`config.mk`:
```
export PLATFORM = sky130hd
export DESIGN_NAME = game_ctrl
export DESIGN_NICKNAME = d
export VERILOG_FILES = /design/src/rtl/game_pkg.sv /design/src/rtl/click_edge.sv /design/src/rtl/game_ctrl.sv
export SDC_FILE = /design/constraint.sdc
export NUM_CORES = 1
export LEC_CHECK = 0
export ABC_AREA = 1
export BUFFER_PORTS_ARGS = -buffer_cell sky130_fd_sc_hd__buf_2
export CORE_ASPECT_RATIO = 1.4
export CORE_MARGIN = 3
export CORE_UTILIZATION = 50
export CTS_BUF_LIST = sky130_fd_sc_hd__clkbuf_16
export CTS_CLUSTER_SIZE = 16
export DETAILED_ROUTE_END_ITERATION = 16
export PLACE_DENSITY = 0.65
export SYNTH_ARGS = -nofsm -noshare
export SYNTH_HDL_FRONTEND = slang
export SYNTH_HIERARCHICAL = 1
export SYNTH_SLANG_ARGS = --single-unit
```
`constraint.sdc`:
```
create_clock -name clk -period 4 [get_ports clk]
set_input_delay 0 -clock clk [delete_from_list [all_inputs] [get_ports clk]]
set_output_delay 0 -clock clk [all_outputs]
set_load 0.05 [all_outputs]
```
`src/rtl/game_pkg.sv`:
```
// Shared types for the battleship turn sequencer: FSM states and the board cell format.
package game_pkg;

  typedef logic [7:0] cell_t;

  localparam cell_t NO_CELL = 8'hFF;

  // Encoding is exported on the phase output for the display.
  typedef enum logic [3:0] {
    IDLE    = 4'd0,
    PLACE   = 4'd1,
    PL_CHK  = 4'd2,
    READY   = 4'd3,
    FIRE    = 4'd4,
    SHOT    = 4'd5,
    RESULT  = 4'd6,
    DEFEND  = 4'd7,
    DEF_CHK = 4'd8,
    WIN     = 4'd9,
    LOSE    = 4'd10
  } state_t;

endpackage

```
`src/rtl/click_edge.sv`:
```
// Turns a registered mouse cell coordinate into a one-cycle click event:
// a real cell that differs from the cell seen in the previous cycle.
module click_edge
  import game_pkg::*;
(
  input  logic       clk,
  input  logic       rst,
  input  logic [7:0] cor_i,
  output logic       evt_o
);

  cell_t prev_q;

  // previous-cycle coordinate
  always_ff @(posedge clk) begin
    if (rst) begin
      prev_q <= NO_CELL;
    end else begin
      prev_q <= cor_i;
    end
  end

  assign evt_o = (cor_i != NO_CELL) && (cor_i != prev_q);

endmodule

```
`src/rtl/game_ctrl.sv`:
```
// Battleship turn sequencer: ship placement against the player board, then
// alternating fire/defend turns over the opponent link until win or lose.
module game_ctrl
  import game_pkg::*;
#(
  parameter int SHIP_CELLS = 20
) (
  input  logic       clk,
  input  logic       rst,
  input  logic       start_btn,
  input  logic [7:0] player_cor,
  input  logic [7:0] enemy_cor,
  input  logic       first_move,
  output logic [7:0] pl_addr,
  input  logic       pl_occ,
  output logic       pl_we,
  output logic       board_clr,
  output logic       shot_valid,
  output logic [7:0] shot_cor,
  input  logic       shot_ready,
  input  logic       res_valid,
  input  logic       res_hit,
  input  logic       opp_shot_valid,
  input  logic [7:0] opp_shot_cor,
  output logic       opp_res_valid,
  output logic       opp_res_hit,
  output logic [3:0] phase,
  output logic       win,
  output logic       lose
);

  localparam int CW = $clog2(SHIP_CELLS + 1);
  localparam logic [CW-1:0] FULL = CW'(SHIP_CELLS);
  localparam logic [CW-1:0] ONE  = CW'(1);

  state_t        state_q, state_d;
  cell_t         pl_addr_q, pl_addr_d;
  cell_t         shot_cor_q, shot_cor_d;
  logic [CW-1:0] placed_q, placed_d;
  logic [CW-1:0] enemy_hits_q, enemy_hits_d;
  logic [CW-1:0] own_hits_q, own_hits_d;
  logic [255:0]  fired_q, fired_d;
  logic          rd_wait_q, rd_wait_d;
  logic          board_clr_q, board_clr_d;
  logic          start_prev_q;
  logic          start_evt_s, pl_evt_s, en_evt_s;

  click_edge u_pl_edge (.clk(clk), .rst(rst), .cor_i(player_cor), .evt_o(pl_evt_s));
  click_edge u_en_edge (.clk(clk), .rst(rst), .cor_i(enemy_cor),  .evt_o(en_evt_s));

  // Reset to 1 so a button held through reset is not seen as a press.
  assign start_evt_s = start_btn & ~start_prev_q;

  // state and datapath registers
  always_ff @(posedge clk) begin
    if (rst) begin
      state_q      <= IDLE;
      pl_addr_q    <= 8'h00;
      shot_cor_q   <= 8'h00;
      placed_q     <= '0;
      enemy_hits_q <= '0;
      own_hits_q   <= '0;
      fired_q      <= '0;
      rd_wait_q    <= 1'b0;
      board_clr_q  <= 1'b0;
      start_prev_q <= 1'b1;
    end else begin
      state_q      <= state_d;
      pl_addr_q    <= pl_addr_d;
      shot_cor_q   <= shot_cor_d;
      placed_q     <= placed_d;
      enemy_hits_q <= enemy_hits_d;
      own_hits_q   <= own_hits_d;
      fired_q      <= fired_d;
      rd_wait_q    <= rd_wait_d;
      board_clr_q  <= board_clr_d;
      start_prev_q <= start_btn;
    end
  end

  // next state, datapath updates and memory/reply strobes
  always_comb begin
    state_d       = state_q;
    pl_addr_d     = pl_addr_q;
    shot_cor_d    = shot_cor_q;
    placed_d      = placed_q;
    enemy_hits_d  = enemy_hits_q;
    own_hits_d    = own_hits_q;
    fired_d       = fired_q;
    rd_wait_d     = 1'b0;
    board_clr_d   = 1'b0;
    pl_we         = 1'b0;
    opp_res_valid = 1'b0;
    opp_res_hit   = 1'b0;
    case (state_q)
      IDLE: begin
        if (start_evt_s) begin
          board_clr_d  = 1'b1;
          placed_d     = '0;
          enemy_hits_d = '0;
          own_hits_d   = '0;
          fired_d      = '0;
          state_d      = PLACE;
        end
      end
      PLACE: begin
        if (pl_evt_s) begin
          pl_addr_d = player_cor;
          rd_wait_d = 1'b1;
          state_d   = PL_CHK;
        end
      end
      // The board read returns one cycle after the address, hence rd_wait_q.
      PL_CHK: begin
        if (!rd_wait_q) begin
          if (!pl_occ) begin
            pl_we    = 1'b1;
            placed_d = placed_q + ONE;
          end else begin
            placed_d = placed_q;
          end
          state_d = (placed_d == FULL) ? READY : PLACE;
        end
      end
      READY: begin
        if (start_evt_s) begin
          state_d = first_move ? FIRE : DEFEND;
        end
      end
      FIRE: begin
        if (en_evt_s && !fired_q[enemy_cor]) begin
          fired_d[enemy_cor] = 1'b1;
          shot_cor_d         = enemy_cor;
          state_d            = SHOT;
        end
      end
      SHOT: begin
        if (shot_ready) begin
          state_d = RESULT;
        end
      end
      RESULT: begin
        if (res_valid) begin
          if (res_hit) begin
            enemy_hits_d = enemy_hits_q + ONE;
            state_d      = (enemy_hits_d == FULL) ? WIN : FIRE;
          end else begin
            state_d = DEFEND;
          end
        end
      end
      DEFEND: begin
        if (opp_shot_valid) begin
          pl_addr_d = opp_shot_cor;
          rd_wait_d = 1'b1;
          state_d   = DEF_CHK;
        end
      end
      DEF_CHK: begin
        if (!rd_wait_q) begin
          opp_res_valid = 1'b1;
          opp_res_hit   = pl_occ;
          if (pl_occ) begin
            own_hits_d = own_hits_q + ONE;
            state_d    = (own_hits_d == FULL) ? LOSE : DEFEND;
          end else begin
            state_d = FIRE;
          end
        end
      end
      WIN, LOSE: begin
        if (start_evt_s) begin
          state_d = IDLE;
        end
      end
      default: begin
        state_d = IDLE;
      end
    endcase
  end

  assign pl_addr    = pl_addr_q;
  assign shot_cor   = shot_cor_q;
  assign shot_valid = (state_q == SHOT);
  assign board_clr  = board_clr_q;
  assign phase      = state_q;
  assign win        = (state_q == WIN);
  assign lose       = (state_q == LOSE);

endmodule
```
==> results of run 1 <==
## cells by family (layout without fill, tap and decap cells)
group           after synthesis  after routing  share of synthesized area (%)
fa+ha+maj                     5              5                          0.399
buf+inv                     506            512                           13.0
compound gates              442            442                           14.4
simple gates               1238           1238                           32.1
xor+xnor                      9              9                          0.503
flops                       310            310                           39.6
mux                           1              1                         0.0638
## metal layers
layer / track usage (%) / wire (µm)
met5: 0 / 0
met4: 11.9 / 2120
met3: 3.65 / 3190
met2: 46.2 / 22500
met1: 35.1 / 19600
## critical path, delay by kind of cell
kind / cells / cell delay (ps)
AO/OA/AOI/OAI: 2 / 470
buffers and inverters: 4 / 1770
AND/OR/NAND/NOR: 13 / 1610
## per-stage QoR
step	cells	setup slack (ps)	util, %
after floorplan	2511	1550	-
after detailed placement	2816	618	52.1
after global placement	2816	697	52.1
after CTS	2907	586	56.5
after global routing	2907	170	56.5
final	2907	522	56.5
## final cells by class
type	count	area, µm²	share of cell area, %
clock buffer	37	926	5.32
clock inverter	25	141	0.812
inverter	336	1270	7.27
multi-input combinational	1695	7470	42.9
sequential	310	6210	35.6
tap	390	488	2.80
timing repair buffer	114	925	5.31
## Yosys cell counts
cell	instances	area, µm²
buf_2	23	115
nand2_2	1	6.26
clkinv_1	1	3.75
nor4_1	3	18.8
o21ai_1	2	10.0
or3_1	1	6.26
o31ai_1	1	7.51
or2_2	2	12.5
inv_2	9	33.8
ha_1	5	62.6
clkbuf_1	108	405
o211ai_1	1	7.51
a31oi_1	8	50.1
xnor2_1	3	26.3
nand3_1	271	1360
o221ai_1	1	8.76
mux2i_1	1	10.0
a2111oi_0	1	8.76
nor2_1	344	1290
a21oi_1	283	1420
nand4_1	7	43.8
dfxtp_1	310	6210
inv_1	326	1220
a211oi_1	4	30.0
o21ai_0	136	681
nand3b_1	2	15.0
o2111ai_1	1	8.76
nand2_1	604	2270
nor3_1	3	15.0
xor2_1	6	52.6
o22ai_1	2	12.5
o211a_1	2	20.0
buf_1	11	41.3
buf_4	28	210
## state kept, by name, summed over array words and instances, names as in the netlist
name              count
u_en_edge/prev_q      8
u_pl_edge/prev_q      8
board_clr             1
start_prev_q          1
fired_q             256
rd_wait_q             1
own_hits_q            5
enemy_hits_q          5
placed_q              5
pl_addr               8
phase                 4
shot_cor              8
## worst max-delay path by stage
stage | from | end | slack [ps] | cells after the start
final | enemy_cor[0] | fired_q[172]$_SDFFE_PP0P_ | 520 | 19
after global routing | enemy_cor[0] | fired_q[250]$_SDFFE_PP0P_ | 170 | 19
after CTS | enemy_cor[0] | fired_q[74]$_SDFFE_PP0P_ | 590 | 19
after detailed placement | enemy_cor[0] | fired_q[250]$_SDFFE_PP0P_ | 620 | 18
after global placement | enemy_cor[0] | fired_q[250]$_SDFFE_PP0P_ | 700 | 18
after floorplan | phase[3]$_SDFFE_PP0P_ | phase[0]$_SDFFE_PP0P_ | 1550 | 10
## power groups by stage
stage / Sequential [mW] / Combinational (mW) / Clock (mW)
floorplan: 3.57 / 1.26 / 0
global placement: 3.36 / 2.04 / 0
detailed placement: 3.36 / 2.06 / 0
CTS: 3.30 / 2.09 / 3.07
global route: 3.31 / 2.28 / 3.19
finish: 3.30 / 2.12 / 3.02
==> results.yml, run 1 <==
run_status:
  outcome: "finished clean"
final_layout:
  final_cell_area_um2: 17400
  drive_gt1_share_pct: 5.88
  layout_commonest_cell: "nand2_1"
  syn_to_final_growth_pct: 11.1
  antenna_cells: 0
  final_nets: 2529
  mostFrequentLayoutCells: "603 x nand2_1, 344 x nor2_1, 333 x inv_1"
  fillCellCount: 3103
timing:
  skew_ps: 28.4
  setup_viol_count_final: 0
  relSlewSlack_pct: 19.5
  worst_slew_pin_slew_ps: 1200
  rsz0062_at_grt: "no"
  timing.hold.ws_ps: 51.2
  fin_crit_ps: 3480
  hold_viol: 0
  maxSlewViolCount: 0
  fin_crit_sh_pct: 87.0
  fmaxAchievable_ghz: 0.287
  tns_ps: 0
clock_tree:
  cts_buffer_depth: 3
  cts-buffers-inserted: 34
  cts_root_buffer: "clkbuf_16"
  clock_latency_ps: 530
  clock_sinks: 310
  clkTransAtPathRegs_ps: 60
  cts_tree: "done"
  postCtsSetupRepairBufs: 0
  ctsResizeCount: 0
  h-tree-depth: 2
  holdBufCountCts: 29
global_route:
  grt_usage_pct: 27.5
  antenna_found_initial: 0
  grt_pass1_vias: 14700
  globalRouteOverflowTotal: 0
  grt_pass1_wl_um: 75900
  grt_max_degree: 160
hold_path:
  hold_end: "placed_q[1]$_SDFFE_PP0P_"
  min_path_type: "input pin to flip-flop"
  hold_path_depth: 4
  hp-start: "pl_occ"
pwr:
  p_leak_nw: 6.60
  switchingPower_mw: 3.07
  intPower_mw: 5.37
  pwr-share-seq_pct: 39.1
  vdd_ir_drop_max_uv: 625
  sw_frac_of_total_pct: 36.4
  clockPowerShare_pct: 35.7
  p_total_mw: 8.44
  power_density_nw_per_um2: 485
  combPwrFrac_pct: 25.2
detailed_routing:
  wl_per_cell_um: 16.3
  viasPerCell: 5.39
  via_count: 15700
  dr.pass1.iters: 6
  drtAntennaViolNets: 0
  drt_iter0_drc: 1502
  drc: 0
  routed_wl_um: 47500
yosys:
  syn_area_um2: 15700
  yosysUniqueCellTypes: 34
  syn_inst: 2511
  yosys_warnings: 6
  synth_seq_cells: 310
  avgSynthCellArea_um2: 6.25
  yosysSeqAreaShare_pct: 39.6
  syn-num-nets: 2549
critical_path:
  cp_data_arrival_time_ps: 3900
  ff2ff_path_depth: 9
  critical_path.max_fanout: 66
  start_kind: "input pin"
  worstSetupEndpointType: "flip-flop"
  worstPathRequired_ps: 4430
  reg2reg_slack_ps: 1350
  cp_slowest_cell: "inv_1"
  critical_path.most_common_cell: "nand2_1"
  crit_path_max_incr_delay_ps: 590
  crit_chain: "dlygate4sd3_1, buf_6, inv_1, nand2_1, nand2_1, nand2_1, nand2_1, nand2_1, nand2_1, o21ai_0, nand2_1, nor2_1, nor2_1, nor2_1, nand2_1, nand2_8, buf_12, nand3_1, a21oi_1"
  rr_startpoint: "phase[1]$_SDFFE_PP0P_"
  path_class: "input pin to flip-flop"
  r2r_end: "fired_q[58]$_SDFFE_PP0P_"
place:
  dpl_cell_area_um2: 16100
  finalWeightedCongestion: 0.901
  dp_hpwl_um: 27000
  io_buffers: 59
floorplan:
  core_area_um2: 30800
  die_w_um: 156
  initial_utilization_pct: 50.9
  die_area_um2: 33600
  num_rows: 76
  ios: 60
  fp.dieH_um: 216
job:
  maxCapViolations: 0
Note: power is estimated with default switching activity, not from simulation.
==> run 2, diff against run 1 <==
- SYNTH_HIERARCHICAL: 1 -> not set
==> results.yml, run 2 <==
final_layout:
  syn_to_final_growth_pct: 11.3
  antenna_cells: 0
  layout_commonest_cell: "nand2_1"
  utilization_pct: 56.5
  largest_reg_flops: 256
  regMostFlops: "fired_q"
  mostFrequentLayoutCells: "534 x nand2_1, 372 x nor2_1, 314 x inv_1"
  final_nets: 2498
  drive_gt1_share_pct: 6.52
clock_tree:
  cts-buffers-inserted: 34
  cts_tree: "done"
  clock_latency_ps: 520
  h-tree-depth: 2
  clkTransAtPathRegs_ps: 60
  ctsResizeCount: 0
  cts_root_buffer: "clkbuf_16"
  clock_sinks: 310
  cts_buffer_depth: 3
critical_path:
  rr_startpoint: "phase[2]$_SDFFE_PP0P_"
  startpoint: "enemy_cor[1]"
  ff2ff_path_depth: 9
  cp_data_arrival_time_ps: 3650
  start_kind: "input pin"
  path_class: "input pin to flip-flop"
  worstPathRequired_ps: 4420
  critical_path.max_fanout: 40
  worstSetupEndpointType: "flip-flop"
  r2r_end: "fired_q[240]$_SDFFE_PP0P_"
  reg2reg_slack_ps: 920
yosys:
  synthFlopType: "dfxtp_1"
  yosys.area_share.simple_pct: 32.1
  yosysSeqAreaShare_pct: 39.7
  synthXorXnorAreaFrac_pct: 0.840
  syn_inst: 2471
  yosysUniqueCellTypes: 36
  synth_seq_cells: 310
  synth.most_common_cell: "nand2_1"
  synth_top_area_share_pct: 39.7
  syn_area_um2: 15600
  synth_compound_area_share_pct: 14.2
  synthAdderAreaFrac_pct: 0.400
  async_reset_ff_share_pct: 0
  ys_top_cells_by_area: "dfxtp_1 40%, nand2_1 13%, a21oi_1 9.4%, nand3_1 9.1%, nor2_1 9.0%"
  synth_top_family_by_area: "simple AND/OR/NAND/NOR gates"
  yosys_warnings: 0
  synthMuxAreaShare_pct: 0.0640
  synth_top_cell_by_area: "dfxtp_1"
  synth_common_cells: "535 x nand2_1, 374 x nor2_1, 310 x dfxtp_1"
  synth_edf_count: 0
  avgSynthCellArea_um2: 6.33
  syn-num-nets: 2509
pwr:
  clockPowerShare_pct: 34.6
  sw_frac_of_total_pct: 38.3
  p_total_mw: 8.70
  switchingPower_mw: 3.33
  power_density_nw_per_um2: 499
  combPwrFrac_pct: 27.3
  vdd_ir_drop_max_uv: 1270
  pwr-share-seq_pct: 38.1
  p_leak_nw: 6.30
  intPower_mw: 5.36
global_route:
  grt_pass1_wl_um: 74100
  grt_usage_pct: 26.8
  globalRouteOverflowTotal: 0
  antenna_found_initial: 0
  grt_max_degree: 257
  grt_pass1_vias: 14500
timing:
  maxSlewViolCount: 0
  fin_crit_sh_pct: 80.8
  fin_crit_ps: 3230
  rsz0062_at_grt: "no"
  skew_ps: 13.0
  setup_viol_count_final: 0
  tns_ps: 0
  fmaxAchievable_ghz: 0.309
  hold_viol: 0
  worst_slew_pin_slew_ps: 1410
  relSlewSlack_pct: 5.73
floorplan:
  ios: 60
  fp.dieH_um: 215
  die_area_um2: 33500
  die_w_um: 156
  core_area_um2: 30800
  num_rows: 76
  initial_utilization_pct: 50.8
job:
  maxCapViolations: 0
detailed_routing:
  drc: 0
  routed_wl_um: 46000
  via_count: 15500
  drtAntennaViolNets: 0
  drt_iter0_drc: 1460
  wl_per_cell_um: 16.0
  dr.pass1.iters: 7
  viasPerCell: 5.40
hold_path:
  hold_path_depth: 6
  min_path_type: "input pin to flip-flop"
  hold_end: "phase[1]$_SDFFE_PP0P_"
  hp-start: "first_move"
run_status:
  outcome: "finished clean"
place:
  finalWeightedCongestion: 0.939
  dp_hpwl_um: 26900
  io_buffers: 59
## run 2: what timing repair did
action                                 4_1_cts  5_1_grt
buffers inserted                             0        0
endpoints found under the hold margin       47        0
hold buffers                                28        0
setup endpoints to repair                    0        0
## run 2: stage by stage
stage               instances  worst slack, ps  hold slack (ps)  cell area, µm²
detailed placement       2786              796              206           16100
CTS                      2874              854             66.1           17400
global placement         2786              842              201           16100
finish                   2874              766              107           17400
global route             2874              500              147           17400
floorplan                2471             1560             91.7           15600
## run 2: power by group through the flow
stage          clock network [mW]  logic, mW  registers [mW]
4_1_cts                      3.06       2.34            3.31
2_1_floorplan                   0       1.55            3.57
6_report                     3.01       2.37            3.32
3_3_place_gp                    0       2.31            3.37
5_1_grt                      3.18       2.54            3.33
3_5_place_dp                    0       2.31            3.38
## run 2: worst max-delay path by stage
stage                                     end  depth (start not counted)  slack [ps]
global placement     fired_q[94]$_SDFFE_PP0P_                         18         840
floorplan                         opp_res_hit                          6        1560
CTS                 fired_q[240]$_SDFFE_PP0P_                         19         850
finish              fired_q[240]$_SDFFE_PP0P_                         19         770
detailed placement  fired_q[102]$_SDFFE_PP0P_                         18         800
global route        fired_q[146]$_SDFFE_PP0P_                         19         500
## run 2: cell families after synthesis
| kind of cell | Yosys count |
|---|---|
| buffers and inverters | 485 |
| AO/OA/AOI/OAI | 431 |
| multiplexers | 1 |
| AND/OR/NAND/NOR | 1224 |
| XOR/XNOR | 15 |
| adder cells (fa/ha/maj) | 5 |
| flip-flops | 310 |
## run 2: area by class of cell
class,instances,area [µm²]
clock buffer,37,926
clock inverter,23,126
timing repair buffer,125,1020
fill,3183,13400
tap,390,488
inverter,313,1180
multi-input combinational,1676,7470
sequential,310,6210
## run 2: worst max-delay path, cell delays in order
cell	delay [ps]
dlygate4sd3_1	530
buf_2	140
inv_2	350
nor2_1	160
buf_4	250
a21oi_1	190
nand2_1	70
nand2_1	60
nand2_1	50
nor2_1	180
nor2_1	70
nor2_1	120
nand2_1	60
nand2_1	50
nand2_1	120
o21bai_4	640
buf_12	290
nand3_1	100
a21oi_1	210
## run 2: layer usage
metal / global-route usage [%] / part of all wire, % / routed length, µm / vias to the layer above
li1: - / - / - / 7730
met1: 34.2 / 42 / 19400 / 7227
met2: 46.6 / 49 / 22600 / 454
met3: 3.30 / 5.4 / 2490 / 95
met4: 9.23 / 3.3 / 1530 / 0
met5: 0 / 0 / 0 / -
==> run 3, diff against run 2 <==
- ABC_AREA: 1 -> 0
- PLACE_DENSITY: 0.65 -> 0.68
- clock period: 4 -> 2.85 ns (I/O delays scaled with it)
==> results.yml, run 3 <==
floorplan:
  num_rows: 69
  fp.dieH_um: 199
  core_area_um2: 25700
  initial_utilization_pct: 51.5
  ios: 60
  die_area_um2: 28500
  die_w_um: 144
yosys:
  syn-num-nets: 1497
  synthAdderAreaFrac_pct: 0.472
  syn_inst: 1459
  syn_area_um2: 13300
  synth_edf_count: 0
  synth_top_cell_by_area: "dfxtp_1"
  yosysSeqAreaShare_pct: 46.8
  synth_top_area_share_pct: 46.8
  yosys.area_share.simple_pct: 16.2
  synth_compound_area_share_pct: 18.7
  synthFlopType: "dfxtp_1"
  synth_common_cells: "310 x dfxtp_1, 277 x nand2_1, 201 x o21ai_0"
  synth_top_family_by_area: "compound AO/OA/AOI/OAI gates"
  synthMuxAreaShare_pct: 12.0
  async_reset_ff_share_pct: 0
  ys_top_cells_by_area: "dfxtp_1 47%, nand2_1 7.8%, o21ai_0 7.6%, mux2i_1 6.6%, a22o_1 4.0%"
  synthXorXnorAreaFrac_pct: 1.59
  synth.most_common_cell: "dfxtp_1"
  yosys_warnings: 0
  synth_seq_cells: 310
  avgSynthCellArea_um2: 9.09
  yosysUniqueCellTypes: 65
critical_path:
  worstPathRequired_ps: 3320
  cp_data_arrival_time_ps: 3210
  path_class: "flip-flop to flip-flop"
  critical_path.max_fanout: 13
  worstSetupEndpointType: "flip-flop"
  start_kind: "flip-flop"
global_route:
  grt_usage_pct: 27.1
  globalRouteOverflowTotal: 0
  grt_pass1_vias: 11400
  grt_max_degree: 83
  antenna_found_initial: 0
  grt_pass1_wl_um: 61500
timing:
  setup_viol_count_final: 0
  fin_crit_sh_pct: 96.0
  relSlewSlack_pct: 48.2
  worst_slew_pin_slew_ps: 771
  maxSlewViolCount: 0
  hold_viol: 0
  fmaxAchievable_ghz: 0.365
  skew_ps: 17.0
  timing.hold.ws_ps: 17.3
  finalWorstSetupSlack_ps: 114
  fin_crit_ps: 2740
detailed_routing:
  wl_per_cell_um: 20.8
  drc: 0
  drtAntennaViolNets: 0
  viasPerCell: 6.07
  via_count: 11500
  dr.pass1.iters: 5
  routed_wl_um: 39400
  drt_iter0_drc: 936
hold_path:
  min_path_type: "input pin to flip-flop"
pwr:
  switchingPower_mw: 2.99
  sw_frac_of_total_pct: 29.1
  intPower_mw: 7.28
  pwr-share-seq_pct: 44.3
  p_leak_nw: 5.92
  combPwrFrac_pct: 17.3
  vdd_ir_drop_max_uv: 626
  power_density_nw_per_um2: 662
  clockPowerShare_pct: 38.4
clock_tree:
  cts_root_buffer: "clkbuf_16"
  cts_buffer_depth: 3
  clock_sinks: 310
  clock_latency_ps: 550
  cts-buffers-inserted: 29
  h-tree-depth: 1
  cts_tree: "done"
  clkTransAtPathRegs_ps: 70
final_layout:
  drive_gt1_share_pct: 16.3
  final_nets: 1590
  antenna_cells: 0
  layout_commonest_cell: "dfxtp_1"
  regMostFlops: "fired_q"
  largest_reg_flops: 256
  layout.cells.non_filler: 1892
  mostFrequentLayoutCells: "310 x dfxtp_1, 277 x nand2_1, 200 x o21ai_0"
  syn_to_final_growth_pct: 17.0
job:
  maxCapViolations: 0
place:
  finalWeightedCongestion: 0.924
  dp_hpwl_um: 27500
  io_buffers: 59
  dp_slack_ps: -68.0
  dp_cells: 1810
run_status:
  outcome: "finished clean"
==> run 3: cell types whose count changed after synthesis, sizes merged, moves of 61 or more <==
cell,change
a21oi,-259
a22o,+61
inv,-299
mux2i,+86
nand2,-259
nand3,-244
nor2,-301
o21ai,+93
==> run 3: timing repair <==
item	in CTS	in global routing
buffers inserted	0	4
resized for setup	0	13
hold endpoints to repair	33	0
hold buffers	24	0
setup endpoints to repair	0	93
==> run 3: per-layer routing <==
metal  global-route usage [%]  routed length [µm]  share of wire (%)
met3                     3.80                2520                6.4
met1                     32.1               14900                 38
met2                     48.7               20200                 51
met5                        0                   0                  0
met4                     11.5                1770                4.5
==> run 3: path summary, 6_finish.rpt <==
kind                            cells past startpoint  slack (ps)                      start                  endpoint
worst min-delay path                                4          20               enemy_cor[3]  shot_cor[3]$_SDFFE_PP0P_
worst max-delay path                               11         110  fired_q[141]$_SDFFE_PP0P_  fired_q[92]$_SDFFE_PP0P_
worst min register to register                      2         450   fired_q[49]$_SDFFE_PP0P_  fired_q[49]$_SDFFE_PP0P_
worst max register to register                     11         110  fired_q[141]$_SDFFE_PP0P_  fired_q[92]$_SDFFE_PP0P_
==> run 3: stage by stage <==
| stage | power, mW | TNS, ps | area, µm² | util [%] |
|---|---|---|---|---|
| 4_1_cts | 10.3 | 0 | 15400 | 59.9 |
| 2_1_floorplan | 5.79 | 0 | 13300 | - |
| 6_report | 10.3 | 0 | 15500 | 60.3 |
| 5_1_grt | 10.6 | -991 | 15500 | 60.3 |
| 3_5_place_dp | 6.33 | -2050 | 14200 | 55.2 |
| 3_3_place_gp | 6.32 | -403 | 14200 | 55.2 |
==> run 3: cell type report <==
class                   count  area (µm²)
fillers                  2238       10200
multi-input cells        1032        6590
flip-flops and latches    310        6210
repair buffers            166        1320
clock buffers              29         726
well taps                 319         399
clock inverters            23         234
inverters                  13        48.8
==> run 3: critical path, cell delays in order (launching register included) <==
cell,delay [ps]
dfxtp_1,310
mux4_1,540
nand2b_1,190
nand3_1,80
a41oi_1,190
nor4_4,340
a21o_2,240
o211ai_1,110
buf_4,200
buf_4,130
buf_6,150
o21ai_0,170
==> run 3: cells by family (layout without fill, tap and decap cells) <==
kind of cell | after synthesis | after routing
muxes | 119 | 119
buffers and inverters | 118 | 231
xor gates and xnor gates | 24 | 24
and+or+nand+nor | 491 | 492
DFF | 310 | 310
AOI/OAI and AO/OA | 392 | 392
adders and majority gates | 5 | 5
==> run 3: power by group through the flow <==
stage / clock, mW / sequential [mW] / combinational (mW)
2_1_floorplan: 0 / 4.83 / 0.965
3_3_place_gp: 0 / 4.64 / 1.69
5_1_grt: 4.16 / 4.56 / 1.89
4_1_cts: 3.99 / 4.54 / 1.73
3_5_place_dp: 0 / 4.64 / 1.70
6_report: 3.94 / 4.54 / 1.78
